==> src/rtl/mem_req_ctrl.sv <==
// Data-memory initiator: latches one load/store, issues it with stall retry, waits the read latency.
// Optional MEMREQ_TIMEOUT_EN aborts an issue that stays stalled for TIMEOUT consecutive cycles.
module mem_req_ctrl #(
    parameter int LATENCY = 2,
    parameter int TIMEOUT = 16
) (
    input  logic        clk,
    input  logic        rst,
    input  logic        cpu_rd,
    input  logic        cpu_wr,
    input  logic [15:0] cpu_addr,
    input  logic [15:0] cpu_wdata,
    input  logic        halt,
    output logic [15:0] cpu_rdata,
    output logic        cpu_stall,
    output logic        cpu_done,
    output logic        err,
    output logic [15:0] mem_addr,
    output logic [15:0] mem_wdata,
    output logic        mem_rd,
    output logic        mem_wr,
    input  logic [15:0] mem_rdata,
    input  logic        mem_stall
);

    typedef enum logic [1:0] {
        S_IDLE  = 2'd0,
        S_ISSUE = 2'd1,
        S_WAIT  = 2'd2,
        S_DONE  = 2'd3
    } state_t;

    localparam logic [2:0] LAT_INIT = 3'(LATENCY - 1);

    if (LATENCY < 1 || LATENCY > 7 || TIMEOUT < 1 || TIMEOUT > 31) begin : g_param_check
        $error("mem_req_ctrl: LATENCY must be 1..7 and TIMEOUT 1..31");
    end

    state_t      state_q, state_d;
    logic        op_wr_q, op_wr_d;
    logic [15:0] addr_q, addr_d;
    logic [15:0] wdata_q, wdata_d;
    logic [15:0] rdata_q, rdata_d;
    logic        err_q, err_d;
    logic [2:0]  lat_cnt_q, lat_cnt_d;
`ifdef MEMREQ_TIMEOUT_EN
    localparam logic [4:0] TMO_LAST = 5'(TIMEOUT - 1);
    logic [4:0]  stall_cnt_q, stall_cnt_d;
`endif

    logic req;
    logic bad;

    assign req = (cpu_rd | cpu_wr) & ~halt;
    assign bad = cpu_addr[0] | (cpu_rd & cpu_wr);

    always_ff @(posedge clk or posedge rst) begin
        if (rst) begin
            state_q     <= S_IDLE;
            op_wr_q     <= 1'b0;
            addr_q      <= 16'h0000;
            wdata_q     <= 16'h0000;
            rdata_q     <= 16'h0000;
            err_q       <= 1'b0;
            lat_cnt_q   <= 3'd0;
`ifdef MEMREQ_TIMEOUT_EN
            stall_cnt_q <= 5'd0;
`endif
        end else begin
            state_q     <= state_d;
            op_wr_q     <= op_wr_d;
            addr_q      <= addr_d;
            wdata_q     <= wdata_d;
            rdata_q     <= rdata_d;
            err_q       <= err_d;
            lat_cnt_q   <= lat_cnt_d;
`ifdef MEMREQ_TIMEOUT_EN
            stall_cnt_q <= stall_cnt_d;
`endif
        end
    end

    always_comb begin
        state_d     = state_q;
        op_wr_d     = op_wr_q;
        addr_d      = addr_q;
        wdata_d     = wdata_q;
        rdata_d     = rdata_q;
        err_d       = err_q;
        lat_cnt_d   = lat_cnt_q;
`ifdef MEMREQ_TIMEOUT_EN
        stall_cnt_d = stall_cnt_q;
`endif
        case (state_q)
            S_IDLE: begin
                if (req) begin
                    // Malformed requests finish with an error and never touch memory.
                    if (bad) begin
                        err_d   = 1'b1;
                        state_d = S_DONE;
                    end else begin
                        op_wr_d = cpu_wr;
                        addr_d  = cpu_addr;
                        wdata_d = cpu_wdata;
                        state_d = S_ISSUE;
                    end
                end
            end
            S_ISSUE: begin
                if (mem_stall) begin
`ifdef MEMREQ_TIMEOUT_EN
                    if (stall_cnt_q == TMO_LAST) begin
                        stall_cnt_d = 5'd0;
                        err_d       = 1'b1;
                        state_d     = S_DONE;
                    end else begin
                        stall_cnt_d = stall_cnt_q + 5'd1;
                    end
`endif
                end else begin
`ifdef MEMREQ_TIMEOUT_EN
                    stall_cnt_d = 5'd0;
`endif
                    if (op_wr_q) begin
                        state_d = S_DONE;
                    end else begin
                        lat_cnt_d = LAT_INIT;
                        state_d   = S_WAIT;
                    end
                end
            end
            S_WAIT: begin
                if (lat_cnt_q == 3'd0) begin
                    rdata_d = mem_rdata;
                    state_d = S_DONE;
                end else begin
                    lat_cnt_d = lat_cnt_q - 3'd1;
                end
            end
            S_DONE: begin
                err_d   = 1'b0;
                state_d = S_IDLE;
            end
            default: state_d = S_IDLE;
        endcase
    end

    always_comb begin
        mem_rd    = (state_q == S_ISSUE) & ~op_wr_q;
        mem_wr    = (state_q == S_ISSUE) & op_wr_q;
        cpu_done  = (state_q == S_DONE);
        err       = (state_q == S_DONE) & err_q;
        cpu_stall = (state_q == S_ISSUE) | (state_q == S_WAIT) | ((state_q == S_IDLE) & req);
        mem_addr  = addr_q;
        mem_wdata = wdata_q;
        cpu_rdata = rdata_q;
    end

endmodule

==> config.mk <==
export PLATFORM = sky130hd
export DESIGN_NAME = mem_req_ctrl
export DESIGN_NICKNAME = d
export VERILOG_FILES = /design/src/rtl/mem_req_ctrl.sv
export SDC_FILE = /design/constraint.sdc
export NUM_CORES = 1
export LEC_CHECK = 0
export ABC_AREA = 1
export CAP_MARGIN = 25
export CORE_MARGIN = 2
export CORE_UTILIZATION = 45
export CTS_BUF_LIST = sky130_fd_sc_hd__clkbuf_16
export CTS_CLUSTER_SIZE = 20
export DETAILED_ROUTE_END_ITERATION = 12
export DONT_BUFFER_PORTS = 1
export PLACE_DENSITY = 0.63
export SLEW_MARGIN = 20
export SYNTH_ARGS = -nofsm -noshare
export SYNTH_HDL_FRONTEND = slang
export SYNTH_SLANG_ARGS = --single-unit
==> constraint.sdc <==
create_clock -name clk -period 1.8 [get_ports clk]
set_clock_uncertainty 0.15 [all_clocks]
set_input_delay 0.36 -clock clk [delete_from_list [all_inputs] [get_ports clk]]
set_output_delay 0.36 -clock clk [all_outputs]
set_load 0.05 [all_outputs]
==> flow_summary.yaml <==
status:
  status: "complete, but fails checks"
  violations: "setup timing"
timing:
  worst_slack_ns: -0.0179
  max-slew-margin-rel_pct: 66.6
  setup_viol: 1
  final_max_slew_viol_count: 0
  worstMarginPinSlew_ns: 0.501
  fmax_ghz: 0.550
  post-route-period-util_pct: 101
  fin_hold_ws_ns: 0.0642
  hold_violations: 0
  layout_min_cycle_time_ns: 1.82
  rsz0062_at_grt: "yes"
floorplan:
  start_util_pct: 46.4
  core_area_um2: 5070
  die-area_um2: 5820
  ios: 107
  die_h_um: 76.3
  die_x_um: 76.3
  rows: 26
layout:
  layout_common_cells: "nand2_1 (83), dfrtp_1 (55), nand3_1 (37)"
  diodes: 0
  area_delta_synth_final_pct: 16.5
  fin_nets: 315
  layout.cells.non_filler: 326
  drive_gt1_share_pct: 21.1
  layout_commonest_cell: "nand2_1"
yosys:
  netlist.area_leader.share_pct: 58.5
  yosys.area.top_type: "dfrtp_1"
  synth_area_per_cell_um2: 9.72
  ys_seq_area_share_pct: 58.5
  synthesis.nets: 302
  synth_cells: 242
  synth_cell_types: 21
  yosys-top-cells-area: "dfrtp_1 (59%), nand2_1 (13%), nand3_1 (7.9%), mux2_2 (7.7%), ha_1 (3.2%)"
  synth-seq-cells: 55
  yosysWarnings: 0
  syn-cell-area_um2: 2350
placement:
  port_buffers: 0
  post-dp-hpwl_um: 3390
  placed_cells: 314
  gp_congestion: 0.761
setup_path:
  cp-end-kind: "output pin"
  crit_chain: "inv_2, ha_4, or2_4"
  worstSetupPathType: "register to output pin"
  critical-path-max-stage-delay_ns: 0.39
  arrival_ns: 1.31
  required_ns: 1.29
  critPathLaunchType: "register"
  worstRegToRegCells: 6
  worstPathMaxFanout: 2
  slowest_stage: "dfrtp_1"
clock_network:
  clk_pin_slew_ns: 0.07
  ctsLongestPathBuffers: 2
  clk-insertion-delay-late_ns: 0.28
  cts.sinks: 55
  cts_root_buffer: "clkbuf_16"
  cts_tree: "built"
  numCtsBuffers: 5
  htreeDepth: 2
route:
  drc: 0
  vias: 1666
  first_pass_iters: 4
  postRouteAntennaNets: 0
  routedWlPerCell_um: 15.2
  viasPerCell: 5.11
  wl_um: 4950
  drt_iter0_drc: 125
grt:
  grt_antenna_before_repair: 0
  grt_pass1_wl_um: 8170
  grt_max_degree: 38
  track_usage_pct: 17.8
  grt_pass1_vias: 1659
  grt_overflow: 0
worst_hold_path:
  whs_path_depth: 2
  hp-class: "primary input to register"
flow_run:
  drv_cap: 0
[Yosys cell counts (all sizes together)]
library cell   n
o21ai          4
ha             6
and2           1
or2            3
o21a           1
mux2          16
nand3         38
a21boi         1
inv           16
nor2           4
clkbuf         3
nand4          1
nand2         86
dfrtp         55
buf            7
[registers in the layout, summed over array words and instances (netlist names)]
register,cells
cpu_rdata,16
mem_addr,16
mem_wdata,16
lat_cnt_q,3
state_q,2
err_q,1
op_wr_q,1
[critical path: cells and delay by family, from the launching register on]
kind | cells | cell delay, ns
AND/OR/NAND/NOR | 1 | 0.32
buffers and inverters | 1 | 0.11
adder cells (fa/ha/maj) | 1 | 0.21
flip-flops | 1 | 0.39
[per-stage QoR]
stage          setup TNS [ns]  worst slack [ns]  instance area (um^2)  util [%]
2_1_floorplan               0            0.0454                  2360         -
3_3_place_gp                0             0.165                  2530      49.8
3_5_place_dp                0             0.148                  2530      49.8
4_1_cts              -0.00215          -0.00215                  2720      53.6
5_1_grt               -0.0846           -0.0598                  2740      54.0
6_report              -0.0179           -0.0179                  2740      54.0
[cell type report]
class                   instances  area (um^2)
fillers                       473         2330
flip-flops and latches         55         1380
multi-input cells             161          902
repair buffers                 16          171
clock buffers                   5          125
well taps                      70         87.6
inverters                      16         66.3
clock inverters                 3         11.3
[routing by layer]
layer	track usage [%]	share of wire, %	wire length, um
met3	7.11	8.6	424
met5	0	0	0
met2	29.8	49	2450
met1	21.1	41	2030
met4	5.27	0.85	42
[final timing paths]
check	from	end	slack [ns]
worst min register to register	lat_cnt_q[1]$_DFFE_PP0P_	lat_cnt_q[1]$_DFFE_PP0P_	0.34
worst max-delay path	state_q[1]$_DFFE_PP0P_	cpu_stall	-0.02
worst max register to register	lat_cnt_q[0]$_DFFE_PP0P_	cpu_rdata[7]$_DFFE_PP0P_	0.11
worst min-delay path	cpu_addr[4]	mem_addr[4]$_DFFE_PP0P_	0.06
min in group asynchronous	rst	cpu_rdata[5]$_DFFE_PP0P_	0.41
max in group asynchronous	rst	mem_addr[15]$_DFFE_PP0P_	0.59
[cells by family after synthesis]
| group | Yosys count | share of synthesized area, % |
|---|---|---|
| AO/OA/AOI/OAI | 6 | 1.49 |
| adder cells (fa/ha/maj) | 6 | 3.19 |
| buffers and inverters | 26 | 4.63 |
| flip-flops | 55 | 58.5 |
| multiplexers | 16 | 7.66 |
| AND/OR/NAND/NOR | 133 | 24.5 |
[timing repair]
action                                 CTS  global route
endpoints found under the hold margin   18             0
gates cloned                             0             0
setup endpoints to repair                3             4
setup buffers                            2             1
pin swaps                                1             1
gates resized for setup                 11             2
hold buffers                             1             0
Power is not shown: default switching activity piles up to over one toggle a cycle in this logic, so the estimate is an artifact.
